==> src/rtl/regfile_op_sequencer.sv <==
// regfile_op_sequencer: runs one ALU operation over a single-port 16x8
// register unit. It reads two operands serially, starts the ALU, waits for
// completion or times out, and optionally writes the result back. It also
// arbitrates register-unit access between operation requests and an
// external write port, alternating between them when both are waiting.
//
// Handshake rule (both request ports): a transfer happens on a rising clock
// edge where valid and ready are both high. ready depends on valid only
// through the arbiter and is high only in IDLE, for at most one port at a
// time. The requester holds valid and its fields stable until that edge.
module regfile_op_sequencer #(
  parameter int ADDR_W      = 4,
  parameter int DATA_W      = 8,
  parameter int ALU_TIMEOUT = 15
) (
  input  logic              clock,
  input  logic              reset,
  input  logic              req_valid,
  output logic              req_ready,
  input  logic [ADDR_W-1:0] req_rs1,
  input  logic [ADDR_W-1:0] req_rs2,
  input  logic [ADDR_W-1:0] req_rd,
  input  logic              req_wb,
  input  logic              ext_wr_valid,
  output logic              ext_wr_ready,
  input  logic [ADDR_W-1:0] ext_wr_addr,
  input  logic [DATA_W-1:0] ext_wr_data,
  output logic [DATA_W-1:0] alu_a,
  output logic [DATA_W-1:0] alu_b,
  output logic              alu_start,
  input  logic              alu_done,
  input  logic [DATA_W-1:0] alu_result,
  output logic [ADDR_W-1:0] rf_addr,
  output logic              rf_load,
  output logic [DATA_W-1:0] rf_wdata,
  input  logic [DATA_W-1:0] rf_rdata,
  output logic              done,
  output logic [DATA_W-1:0] result,
  output logic              err,
  output logic [2:0]        o_dbg_state
);

  typedef enum logic [2:0] {
    S_IDLE   = 3'd0,
    S_EXT_WR = 3'd1,
    S_RD_A   = 3'd2,
    S_CAP_A  = 3'd3,
    S_CAP_B  = 3'd4,
    S_EXEC   = 3'd5,
    S_WB     = 3'd6,
    S_DONE   = 3'd7
  } state_t;

  typedef enum logic {
    RR_REQ = 1'b0,
    RR_EXT = 1'b1
  } rr_t;

  // Value of the EXEC cycle counter in the last cycle allowed before abort.
  localparam logic [7:0] LP_CNT_LAST = 8'(ALU_TIMEOUT - 1);

  state_t              r_state;
  state_t              w_state_next;
  rr_t                 r_rr_last;
  logic [ADDR_W-1:0]   r_rs1;
  logic [ADDR_W-1:0]   r_rs2;
  logic [ADDR_W-1:0]   r_rd;
  logic                r_wb;
  logic [ADDR_W-1:0]   r_ext_addr;
  logic [DATA_W-1:0]   r_ext_data;
  logic [DATA_W-1:0]   r_alu_a;
  logic [DATA_W-1:0]   r_alu_b;
  logic [DATA_W-1:0]   r_result;
  logic                r_err;
  logic [7:0]          r_cnt;

  logic                w_grant_req;
  logic                w_grant_ext;
  logic                w_acc_req;
  logic                w_acc_ext;
  logic                w_timeout;

  // Round-robin: with both sides waiting, the side not served last wins.
  assign w_grant_req = req_valid && (!ext_wr_valid || (r_rr_last == RR_EXT));
  assign w_grant_ext = ext_wr_valid && !w_grant_req;
  assign w_acc_req   = (r_state == S_IDLE) && w_grant_req;
  assign w_acc_ext   = (r_state == S_IDLE) && w_grant_ext;
  assign w_timeout   = (r_cnt == LP_CNT_LAST);

  assign alu_a       = r_alu_a;
  assign alu_b       = r_alu_b;
  assign result      = r_result;
  assign err         = r_err;
  assign o_dbg_state = r_state;

  // State register; reset aborts any operation in flight.
  always_ff @(posedge clock or posedge reset) begin
    if (reset) begin
      r_state <= S_IDLE;
    end else begin
      r_state <= w_state_next;
    end
  end

  // Next-state and register-unit / handshake outputs.
  always_comb begin
    w_state_next = r_state;
    req_ready    = 1'b0;
    ext_wr_ready = 1'b0;
    rf_addr      = '0;
    rf_load      = 1'b0;
    rf_wdata     = '0;
    alu_start    = 1'b0;
    done         = 1'b0;
    case (r_state)
      S_IDLE: begin
        req_ready    = w_grant_req;
        ext_wr_ready = w_grant_ext;
        if (w_grant_req) begin
          w_state_next = S_RD_A;
        end else if (w_grant_ext) begin
          w_state_next = S_EXT_WR;
        end
      end
      S_EXT_WR: begin
        rf_addr      = r_ext_addr;
        rf_wdata     = r_ext_data;
        rf_load      = 1'b1;
        w_state_next = S_IDLE;
      end
      S_RD_A: begin
        // rs1 held across this edge; its data is sampled one edge later.
        rf_addr      = r_rs1;
        w_state_next = S_CAP_A;
      end
      S_CAP_A: begin
        rf_addr      = r_rs2;
        w_state_next = S_CAP_B;
      end
      S_CAP_B: begin
        rf_addr      = r_rs2;
        w_state_next = S_EXEC;
      end
      S_EXEC: begin
        alu_start = (r_cnt == 8'd0);
        if (alu_done) begin
          w_state_next = r_wb ? S_WB : S_DONE;
        end else if (w_timeout) begin
          w_state_next = S_DONE;
        end
      end
      S_WB: begin
        rf_addr      = r_rd;
        rf_wdata     = r_result;
        rf_load      = 1'b1;
        w_state_next = S_DONE;
      end
      S_DONE: begin
        done         = 1'b1;
        w_state_next = S_IDLE;
      end
      default: begin
        w_state_next = S_IDLE;
      end
    endcase
  end

  // Datapath: latch fields at accept, capture operands, track EXEC cycles.
  always_ff @(posedge clock or posedge reset) begin
    if (reset) begin
      r_rr_last  <= RR_EXT;
      r_rs1      <= '0;
      r_rs2      <= '0;
      r_rd       <= '0;
      r_wb       <= 1'b0;
      r_ext_addr <= '0;
      r_ext_data <= '0;
      r_alu_a    <= '0;
      r_alu_b    <= '0;
      r_result   <= '0;
      r_err      <= 1'b0;
      r_cnt      <= '0;
    end else begin
      if (w_acc_req) begin
        r_rs1     <= req_rs1;
        r_rs2     <= req_rs2;
        r_rd      <= req_rd;
        r_wb      <= req_wb;
        r_rr_last <= RR_REQ;
        r_err     <= 1'b0;
        r_cnt     <= '0;
      end
      if (w_acc_ext) begin
        r_ext_addr <= ext_wr_addr;
        r_ext_data <= ext_wr_data;
        r_rr_last  <= RR_EXT;
        r_err      <= 1'b0;
      end
      case (r_state)
        S_CAP_A: r_alu_a <= rf_rdata;
        S_CAP_B: r_alu_b <= rf_rdata;
        S_EXEC: begin
          r_cnt <= r_cnt + 8'd1;
          // A completion in the last allowed cycle still counts as success.
          if (alu_done) begin
            r_result <= alu_result;
          end else if (w_timeout) begin
            r_err <= 1'b1;
          end
        end
        default: begin
        end
      endcase
    end
  end

endmodule

==> config.mk <==
export PLATFORM = sky130hd
export DESIGN_NAME = regfile_op_sequencer
export DESIGN_NICKNAME = d
export VERILOG_FILES = /design/src/rtl/regfile_op_sequencer.sv
export SDC_FILE = /design/constraint.sdc
export NUM_CORES = 1
export LEC_CHECK = 0
export ABC_CLOCK_PERIOD_IN_PS = 5110
export CAP_MARGIN = 20
export CORE_AREA = 2 2 80 82
export CTS_BUF_LIST = sky130_fd_sc_hd__clkbuf_16
export CTS_CLUSTER_SIZE = 14
export DETAILED_ROUTE_END_ITERATION = 8
export DIE_AREA = 0 0 82 84
export GPL_TIMING_DRIVEN = 0
export PLACE_DENSITY = 0.85
export REMOVE_ABC_BUFFERS = 1
export SLEW_MARGIN = 25
export SYNTH_ARGS = -nofsm -noshare
export SYNTH_HDL_FRONTEND = slang
export SYNTH_SLANG_ARGS = --single-unit
export TNS_END_PERCENT = 5
==> constraint.sdc <==
create_clock -name clock -period 5.11 [get_ports clock]
set_input_delay 1.022 -clock clock [delete_from_list [all_inputs] [get_ports clock]]
set_output_delay 1.022 -clock clock [all_outputs]
set_load 0.1 [all_outputs]
# Word-level counts from Yosys, hierarchy flattened
# Index checks and enable logic that the tools add are counted.
# totals
out_inout_bits,45
word_cells,62
inputBits,46
ff_bits,62
# classes
eq_ne,10
n_reduce_logical,16
addsub,1
muxes,22
# op_table
operator,count
$pmux W3 S7,1
$mux W8,2
$pmux W4 S4,1
$pmux W8 S2,1
$mux W1,13
$eq A3 B3 Y1 const B,4
$mux W3,4
$add A8 B1 Y8 const B,1
$eq A8 B4 Y1 const B,1
$logic_not A8 Y1,1
$eq A3 B2 Y1 const B,2
$ne A3 B3 Y1 const B,2
$reduce_or A2 Y1,3
$logic_and A1 B1 Y1,4
$reduce_and A2 Y1,2
$reduce_bool A2 Y1,2
$eq A3 B1 Y1 const B,1
$logic_not A3 Y1,1
$logic_not A1 Y1,2
$logic_or A1 B1 Y1,1

# Logic depth before layout (Yosys ltp)
# Gate-level depths: netlist (run 1).
# logic_depth
depth_word,10
depth_mapped,5
mapped_depth_nobuf,4

# Worst setup path before layout (run 1)
# No wires, ideal clock.
# synth_path
kind,register to output
startpoint,"reg r_state[1], in the netlist o_dbg_state[1]"
endpoint,out rf_addr[0]
path_stages_with_launch,5
setup_slack_ps,988
arrival_ps,3100
cell_sequence,dfrtp_1 > clkbuf_1 > buf_2 > mux2i_1 > o22ai_1
# synth_between
elab_chain_cells,3
word_cells_on_any_way,7
classes_between,5 x eq/ne; 1 x mux; 1 x reduce/logical
# synth_rtl
item,line,rtl
from (decl),62,state_t r_state;
from (signal assigned),101,r_state <= w_state_next;
$eq A3 B3 Y1 / $eq A3 B2 Y1 (equally long branches),115,case (r_state)
$reduce_or A2 Y1 (no line),--,
$pmux W4 S4 *,115,
to (decl),33,"output logic [ADDR_W-1:0] rf_addr,"
# Mark *: on every way between the ends. The rest lies on a longest branch, timed or not.

# Worst setup path in the final report (run 1)
# layout_path
startpoint,in ext_wr_valid
endpoint,out req_ready
# layout_between
elab_chain_cells,4
# layout_rtl
item,line,rtl
from (decl),24,"input logic ext_wr_valid,"
$logic_not A1 Y1,84,assign w_grant_req = req_valid && (!ext_wr_valid || (r_rr_last == RR_EXT));
$logic_or A1 B1 Y1,84,
$logic_and A1 B1 Y1,84,
$mux W1,115,
to (decl),19,"output logic req_ready,"
# Every way passes these cells.

==> results of run 1 <==
-- logic make-up (layout without fill, tap and decap cells) --
logic type      count (synthesis)  in the layout  synth area share [%]
xor+xnor                        1              1                0.3024
buf+inv                        18            114                 3.153
flops                          62             62                 53.61
compound gates                 38             38                 9.374
fa+ha+maj                       3              3                 1.296
simple gates                   37             37                 8.208
mux                            60             60                 24.06
-- flip-flops by register name (all words and copies together), names as in the netlist --
signal / cells
o_dbg_state: 3
r_rs1: 4
r_ext_addr: 4
r_ext_data: 8
r_wb: 1
err: 1
result: 8
alu_a: 8
r_rd: 4
r_rr_last: 1
alu_b: 8
r_rs2: 4
r_cnt: 8
-- routing by layer --
| metal | GRT usage [%] | vias to the layer above |
|---|---|---|
| li1 | - | 994 |
| met1 | 24.68 | 1080 |
| met2 | 34.96 | 70 |
| met3 | 6.277 | 12 |
| met4 | 9.697 | 0 |
| met5 | 0 | - |
-- worst min-delay path by stage --
stage               startpoint  endpoint  slack [ns]  cells after the start
global route          r_cnt[7]  r_cnt[7]        0.51                      1
global placement      r_cnt[7]  r_cnt[7]        0.47                      1
finish                r_cnt[7]  r_cnt[7]        0.49                      1
floorplan             r_cnt[7]  r_cnt[7]        0.45                      1
detailed placement    r_cnt[7]  r_cnt[7]        0.48                      1
CTS                   r_cnt[7]  r_cnt[7]        0.49                      1
-- worst max-delay path, cell delays in order --
cell	delay [ns]
clkdlybuf4s50_1	0.54
nor2b_1	0.27
nor3_4	0.68
clkdlybuf4s50_1	1.28
-- per-stage QoR --
| step | instance area (sq um) | util, % | hold WS, ns | setup slack, ns |
|---|---|---|---|---|
| 2_1_floorplan | 2831 | - | 0.4455 | 0.9168 |
| 3_3_place_gp | 3829 | 62.81 | 0.4709 | 0.2920 |
| 3_5_place_dp | 3856 | 63.26 | 0.4848 | 0.2740 |
| 4_1_cts | 4156 | 68.19 | 0.4919 | 0.2686 |
| 5_1_grt | 4156 | 68.19 | 0.5061 | 0.1387 |
| 6_report | 4156 | 68.19 | 0.4949 | 0.2872 |
-- Yosys cell counts (2+ instances only) --
| cell type | instances | area, sq um |
|---|---|---|
| dfrtp_1 | 61 | 1526 |
| mux2_2 | 45 | 506.7 |
| a22o_1 | 10 | 87.58 |
| mux2_4 | 8 | 120.1 |
| nand2_1 | 8 | 30.03 |
| inv_1 | 7 | 26.28 |
| mux2i_1 | 7 | 70.07 |
| a21oi_1 | 5 | 25.02 |
| clkbuf_1 | 5 | 18.77 |
| o31ai_1 | 5 | 37.54 |
| buf_2 | 4 | 20.02 |
| nand3b_1 | 4 | 30.03 |
| o21ai_0 | 4 | 20.02 |
| o22ai_1 | 4 | 25.02 |
| a22oi_1 | 3 | 22.52 |
| a31oi_1 | 3 | 18.77 |
| and4_1 | 3 | 26.28 |
| ha_1 | 3 | 37.54 |
| nand3_1 | 3 | 15.01 |
| and2_1 | 2 | 12.51 |
| and3_1 | 2 | 12.51 |
| nand4_1 | 2 | 12.51 |
| nor2_1 | 2 | 7.510 |
| nor2b_1 | 2 | 12.51 |
-- layout make-up --
type,instances,area (sq um),share of cell area (%)
inverters,7,28.78,0.6924
clock inverters,7,75.07,1.806
flip-flops and latches,62,1553,37.36
multi-input cells,139,1257,30.25
repair buffers,91,920.9,22.16
clock buffers,9,225.2,5.418
well taps,77,96.34,2.318
==> out/results.ini, run 1 <==
[run_status]
status=finished clean

[cells_and_area]
final_cells=392
mostFrequentLayoutCells=90 x clkdlybuf4s50_1, 61 x dfrtp_1, 45 x mux2_2
layout.nets=359
final_common_cell=clkdlybuf4s50_1
layout-area-overhead-vs-synth_pct=43.50
drive_above_1_share_pct=25.08
filler_cell_count=460
n_antenna_cell=0

[clocking]
cts_sinks=62
post_cts.repair.setup_buffers=0
cts_tree=built
clk_latency_ns=0.32
cts_made_buffers=9
hold_buffers=0
clock-root-buffer=clkbuf_16
cts_max_level=3
cts_buffer_depth=2
ctsResizeCount=0
cts.clk_slew.worst_paths_ns=0.05

[setup_path]
r2r_cells=3
setup.worst_path.end=req_ready
critPathMaxFanout=15
ff2ff_setup_slack_ns=2.70
r2r_end=r_rs1[0]
end_kind=output pin
startpoint=ext_wr_valid
critical_path_required_ns=4.09
critPathLaunchType=input pin
r2r-start=o_dbg_state[1]
crit_type=in -> out
critical_path_arrival_ns=3.80

[drt]
met2_wirelength_mm=3.394
drc=0
drt-met1-wl_mm=2.639
met3RoutedLength_microns=408
drtIter0Drc=88
vias=2156
wirelength_mm=6.600
ant_nets=0
wire_per_inst_microns=16.84
drt_first_pass_iters=4
top_layer=met4
vias_per_cell=5.500

[synth]
postSynthAreaPerCell_sq_um=13.23
synthFlopType=dfrtp_1
async_reset_ff_share_pct=100.0
syn_area_sq_mm=0.002897
synthDistinctLibCells=41
synth_edf_count=0
netlist_instances=219
ys_ff_latch=62
ys_seq_area_share_pct=53.61
yosys_warnings=0

[timing]
finalHoldViolCount=0
setup-tns-final_ns=0
relSlewSlack_pct=33.23
post-route-period-util_pct=94.38
tightest_slew_ns=0.9984
max_freq_mhz=207.3
setup_viol=0
skew_ns=0.002925
rsz0062_at_grt=no
slew_violations=0
period_needed_ns=4.823

[floorplan]
die_h_microns=84
num_rows=29
pin_count=91
core_area_sq_mm=0.006096
start_util_pct=47.52
die_x_microns=82
die-area_sq_mm=0.006888

[min_path]
holdCritPathClass=reg -> reg

[global_route]
overflow=0
grtUsageTotal_pct=21.10
grt_max_degree=42
antenna_found_initial=0
grt_pass1_vias=2298
grt_first_pass_wirelength_mm=10.85

[placement]
finalWeightedCongestion=0.7828
dpl.hpwl_mm=4.707
placed_cells=376
io_buffers=90

[run]
maxCapViolCount=0

Power of run 1 is not shown: default switching activity piles up to over one toggle a cycle in this logic, so the estimate is an artifact.
==> run 2, diff against run 1 <==
--- a/config.mk
+++ b/config.mk
@@ -6,7 +6,7 @@
 export NUM_CORES = 1
 export LEC_CHECK = 0
 export ABC_CLOCK_PERIOD_IN_PS = 5110
-export CAP_MARGIN = 20
+export CAP_MARGIN = 10
 export CORE_AREA = 2 2 80 82
 export CTS_BUF_LIST = sky130_fd_sc_hd__clkbuf_16
 export CTS_CLUSTER_SIZE = 14
@@ -15,7 +15,7 @@
 export GPL_TIMING_DRIVEN = 0
 export PLACE_DENSITY = 0.85
 export REMOVE_ABC_BUFFERS = 1
-export SLEW_MARGIN = 25
+export SLEW_MARGIN = 10
 export SYNTH_ARGS = -nofsm -noshare
 export SYNTH_HDL_FRONTEND = slang
 export SYNTH_SLANG_ARGS = --single-unit
==> run 2 against run 1 <==
Setup slack better by 0.00056 ns. Final area down 0.63%. Core utilization down 0.43 points. First-iteration DRC count up 22%. Flip-flop and latch count unchanged. Clock skew up 0.0018 ns. Wire length down 0.36%. Maximum frequency about the same. Die area unchanged. Critical path depth unchanged. Highest routed layer unchanged.
==> out/results.ini, run 2 (synthesized netlist as in run 1, its figures left out) <==
[timing]
finalHoldViolCount=0  ; unchanged
setup-tns-final_ns=0  ; unchanged
setup_ws_ns=0.2878  ; was 0.2872 ns
setup_viol=0  ; unchanged
slew_violations=0  ; unchanged
rsz0062_at_grt=no  ; unchanged
relSlewSlack_pct=25.46  ; was 33.23%
period_needed_ns=4.822  ; was 4.823 ns
skew_ns=0.004678  ; was 0.002925 ns
tightest_slew_ns=1.110  ; was 0.9984 ns
hold_ws_ns=0.4864  ; was 0.4949 ns
post-route-period-util_pct=94.37  ; was 94.38%
max_freq_mhz=207.4  ; was 207.3 MHz

[clocking]
cts_buffer_depth=2  ; unchanged
cts.clk_slew.worst_paths_ns=0.05  ; about the same
post_cts.repair.setup_buffers=0  ; unchanged
ctsResizeCount=0  ; unchanged
clock-root-buffer=clkbuf_16  ; unchanged
cts_tree=built  ; unchanged
cts_made_buffers=9  ; unchanged
clk_latency_ns=0.32  ; about the same
cts_sinks=62  ; unchanged
cts_max_level=3  ; unchanged
hold_buffers=0  ; unchanged

[floorplan]
pin_count=91  ; unchanged
die-area_sq_mm=0.006888  ; unchanged
core_area_sq_mm=0.006096  ; unchanged
start_util_pct=47.52  ; unchanged
die_h_microns=84  ; unchanged
die_x_microns=82  ; unchanged
num_rows=29  ; unchanged

[drt]
wire_per_inst_microns=16.82  ; was 16.84 microns
vias_per_cell=5.499  ; was 5.500
drt_first_pass_iters=4  ; unchanged
drc=0  ; unchanged
met2_wirelength_mm=3.401  ; was 3.394 mm
top_layer=met4  ; unchanged
drtIter0Drc=107  ; was 88
ant_nets=0  ; unchanged
vias=2150  ; was 2156
drt-met1-wl_mm=2.649  ; was 2.639 mm
wirelength_mm=6.576  ; was 6.600 mm
met3RoutedLength_microns=373  ; was 408 microns

[setup_path]
cp_top_family=buffers and inverters  ; unchanged
r2r-start=o_dbg_state[1]  ; unchanged
crit_top_cell=clkdlybuf4s50_1  ; unchanged
critPathMaxFanout=15  ; unchanged
critical_path_arrival_ns=3.80  ; about the same
crit_buf_inv=3  ; was 2
r2r_end=r_rs1[0]  ; unchanged
critical_path_required_ns=4.09  ; about the same
r2r_cells=3  ; unchanged
end_kind=output pin  ; unchanged
cp_slowest_stage_delay_ns=1.28  ; about the same
crit_type=in -> out  ; unchanged
startpoint=req_valid  ; was ext_wr_valid
cp_slowest_cell=clkdlybuf4s50_1  ; unchanged
crit_chain=clkdlybuf4s50_1 -> inv_1 -> nor3_4 -> clkdlybuf4s50_1  ; was clkdlybuf4s50_1 -> nor2b_1 -> nor3_4 -> clkdlybuf4s50_1
ff2ff_setup_slack_ns=2.71  ; was 2.70 ns
critPathLaunchType=input pin  ; unchanged

[placement]
place_ws_ns=0.2788  ; was 0.2740 ns
finalWeightedCongestion=0.7828  ; unchanged
placed_cells=375  ; was 376
dpl.hpwl_mm=4.592  ; was 4.707 mm
io_buffers=90  ; unchanged

[cells_and_area]
layout.nets=358  ; was 359
n_antenna_cell=0  ; unchanged
layout-area-overhead-vs-synth_pct=42.59  ; was 43.50%
mostFrequentLayoutCells=90 x clkdlybuf4s50_1, 61 x dfrtp_1, 45 x mux2_2  ; unchanged
final_cells=391  ; was 392
final_common_cell=clkdlybuf4s50_1  ; unchanged
drive_above_1_share_pct=24.52  ; was 25.08%

[min_path]
holdCritPathClass=reg -> reg  ; unchanged
hold_start=r_cnt[7]  ; unchanged
min_to=r_cnt[7]  ; unchanged
holdPathStages=1  ; unchanged

[global_route]
grt_max_degree=63  ; was 42
grtUsageTotal_pct=20.78  ; was 21.10%
grt_pass1_vias=2301  ; was 2298
grt_first_pass_wirelength_mm=10.75  ; was 10.85 mm
overflow=0  ; unchanged
antenna_found_initial=0  ; unchanged

[run]
maxCapViolCount=0  ; unchanged

[run_status]
status=finished clean  ; unchanged

## run 2: cell types whose count changed in the layout (fill, tap and decap cells not counted)
cell | previous run | this run
clkinvlp_4 | 3 | 4
buf_12 | 1 | 0
clkinv_4 | 2 | 0
inv_6 | 0 | 1
nor3_2 | 2 | 1
nor3_1 | 0 | 1
## run 2: metrics by stage
step	utilization (%)	instance area, sq um
after CTS	67.75	4130
after global placement	62.81	3829
final	67.75	4130
after floorplan	-	2831
after global routing	67.75	4130
after detailed placement	62.85	3831
## run 2: final cells by class
type                       instances  area, sq um
fill                             460         1966
sequential                        62         1553
multi-input combinational        139         1252
timing repair buffer              90        900.9
clock buffer                       9        225.2
tap                               77        96.34
clock inverter                     7        73.82
inverter                           7        28.78
## run 2: worst max-delay path by stage
| stage | slack [ns] | end | cells past startpoint |
|---|---|---|---|
| after floorplan | 0.92 | rf_addr[0] | 3 |
| after global placement | 0.29 | req_ready | 4 |
| after detailed placement | 0.28 | req_ready | 4 |
| after CTS | 0.27 | req_ready | 4 |
| after global routing | 0.14 | req_ready | 4 |
| final | 0.29 | req_ready | 4 |
## run 2: metal layers
metal	GRT usage, %	up-vias
met5	0	-
met4	9.242	0
met3	6.277	14
met2	34.74	65
met1	24.07	1074
li1	-	997
Power of run 2 is left out for the same reason.
==> run 3, diff against run 2 <==
--- a/config.mk
+++ b/config.mk
@@ -5,10 +5,10 @@
 export SDC_FILE = /design/constraint.sdc
 export NUM_CORES = 1
 export LEC_CHECK = 0
+export ABC_AREA = 0
 export ABC_CLOCK_PERIOD_IN_PS = 5110
 export CAP_MARGIN = 10
 export CORE_AREA = 2 2 80 82
-export CTS_BUF_LIST = sky130_fd_sc_hd__clkbuf_16
 export CTS_CLUSTER_SIZE = 14
 export DETAILED_ROUTE_END_ITERATION = 8
 export DIE_AREA = 0 0 82 84
==> run 3 against run 2 <==
Flip-flop and latch count unchanged. Global-route usage shrank 0.34 points. Final cell count unchanged. Non-clock buffer count did not move. Clock skew increased by 0.0026 ns. Hold slack improved by 0.0083 ns. Critical path type unchanged. Critical endpoint unchanged.
==> out/results.ini, run 3 (synthesized netlist as in run 1, its figures left out) <==
[cells_and_area]
n_antenna_cell=0  ; unchanged
fin_util_pct=66.09  ; was 67.75%
mostFrequentLayoutCells=90 x clkdlybuf4s50_1, 61 x dfrtp_1, 45 x mux2_2  ; unchanged
drive_above_1_share_pct=24.52  ; unchanged
layout.nets=358  ; unchanged
final_common_cell=clkdlybuf4s50_1  ; unchanged
layout-area-overhead-vs-synth_pct=39.09  ; was 42.59%

[setup_path]
critical_path_required_ns=4.09  ; about the same
cp_top_family=buffers and inverters  ; unchanged
ff2ff_setup_slack_ns=2.71  ; about the same
critPathMaxFanout=15  ; unchanged
r2r_end=r_rs1[0]  ; unchanged
end_kind=output pin  ; unchanged
r2r-start=o_dbg_state[1]  ; unchanged
critPathLaunchType=input pin  ; unchanged
startpoint=req_valid  ; unchanged
cp_slowest_stage_delay_ns=1.28  ; about the same
setup.worst_path.end=req_ready  ; unchanged
crit_buf_inv=3  ; unchanged
cp_slowest_cell=clkdlybuf4s50_1  ; unchanged
crit_type=in -> out  ; unchanged
crit_chain=clkdlybuf4s50_1 -> inv_1 -> nor3_4 -> clkdlybuf4s50_1  ; unchanged
crit_top_cell=clkdlybuf4s50_1  ; unchanged
critical_path_arrival_ns=3.81  ; was 3.80 ns
r2r_cells=3  ; unchanged
crit_cells=4  ; unchanged

[drt]
drtIter0Drc=125  ; was 107
drc=0  ; unchanged
ant_nets=0  ; unchanged
wirelength_mm=6.508  ; was 6.576 mm
drt_first_pass_iters=4  ; unchanged
wire_per_inst_microns=16.64  ; was 16.82 microns
vias=2146  ; was 2150
vias_per_cell=5.488  ; was 5.499

[floorplan]
die-area_sq_mm=0.006888  ; unchanged
pin_count=91  ; unchanged
start_util_pct=47.52  ; unchanged
die_h_microns=84  ; unchanged
die_x_microns=82  ; unchanged
core_area_sq_mm=0.006096  ; unchanged
num_rows=29  ; unchanged

[timing]
slew_violations=0  ; unchanged
setup-tns-final_ns=0  ; unchanged
skew_ns=0.007306  ; was 0.004678 ns
relSlewSlack_pct=26.93  ; was 25.46%
period_needed_ns=4.835  ; was 4.822 ns
max_freq_mhz=206.8  ; was 207.4 MHz
finalHoldViolCount=0  ; unchanged
tightest_slew_ns=1.088  ; was 1.110 ns
post-route-period-util_pct=94.62  ; was 94.37%
setup_viol=0  ; unchanged
rsz0062_at_grt=no  ; unchanged

[global_route]
use_met3_pct=5.844  ; was 6.277%
grtUsageMet1_pct=24.34  ; was 24.07%
busiest_layer=met2  ; unchanged
grtUsageTotal_pct=20.44  ; was 20.78%
grt_first_pass_wirelength_mm=10.61  ; was 10.75 mm
antenna_found_initial=0  ; unchanged
use_met2_pct=34.15  ; was 34.74%
grt_pass1_vias=2265  ; was 2301
grt_max_degree=63  ; unchanged
overflow=0  ; unchanged

[clocking]
cts_made_buffers=9  ; unchanged
cts_max_level=3  ; unchanged
hold_buffers=0  ; unchanged
cts.clk_slew.worst_paths_ns=0.07  ; was 0.05 ns
clk_latency_ns=0.34  ; was 0.32 ns
cts_sinks=62  ; unchanged
post_cts.repair.setup_buffers=0  ; unchanged
cts_buffer_depth=2  ; unchanged
cts_tree=built  ; unchanged
ctsResizeCount=0  ; unchanged
clock-root-buffer=clkbuf_8  ; was clkbuf_16

[min_path]
holdCritPathClass=reg -> reg  ; unchanged

[run_status]
status=finished clean  ; unchanged

[placement]
finalWeightedCongestion=0.7828  ; unchanged
dpl.hpwl_mm=4.592  ; unchanged
io_buffers=90  ; unchanged

[run]
maxCapViolCount=0  ; unchanged

[run 3: cell counts in the layout (fill, tap and decap cells not counted)]
Identical to the previous run, type by type.
[run 3: stage by stage]
| stage | std cells | area [sq um] | hold slack [ns] | worst slack (ns) |
|---|---|---|---|---|
| 2_1_floorplan | 208 | 2831 | 0.4455 | 0.9168 |
| 3_3_place_gp | 375 | 3829 | 0.4709 | 0.2920 |
| 3_5_place_dp | 375 | 3831 | 0.4808 | 0.2788 |
| 4_1_cts | 391 | 4029 | 0.4933 | 0.2737 |
| 5_1_grt | 391 | 4029 | 0.5045 | 0.1428 |
| 6_report | 391 | 4029 | 0.4947 | 0.2748 |
[run 3: how the worst min path moves through the flow]
stage,startpoint,slack (ns),endpoint,depth (start not counted)
global route,r_cnt[7],0.50,r_cnt[7],1
global placement,r_cnt[7],0.47,r_cnt[7],1
CTS,r_cnt[7],0.49,r_cnt[7],1
floorplan,r_cnt[7],0.45,r_cnt[7],1
detailed placement,r_cnt[7],0.48,r_cnt[7],1
finish,r_cnt[7],0.49,r_cnt[7],1
[run 3: cell type report]
| class | instances | area [sq um] |
|---|---|---|
| fill | 470 | 2067 |
| sequential | 62 | 1553 |
| multi-input combinational | 139 | 1252 |
| timing repair buffer | 90 | 900.9 |
| clock buffer | 9 | 123.9 |
| tap | 77 | 96.34 |
| clock inverter | 7 | 73.82 |
| inverter | 7 | 28.78 |
[run 3: metal layers]
layer | part of all wire (%) | vias up
met5 | 0 | -
met4 | 2.2 | 0
met3 | 5.6 | 12
met2 | 52 | 61
met1 | 40 | 1073
li1 | - | 1000
Power of run 3 is left out for the same reason.
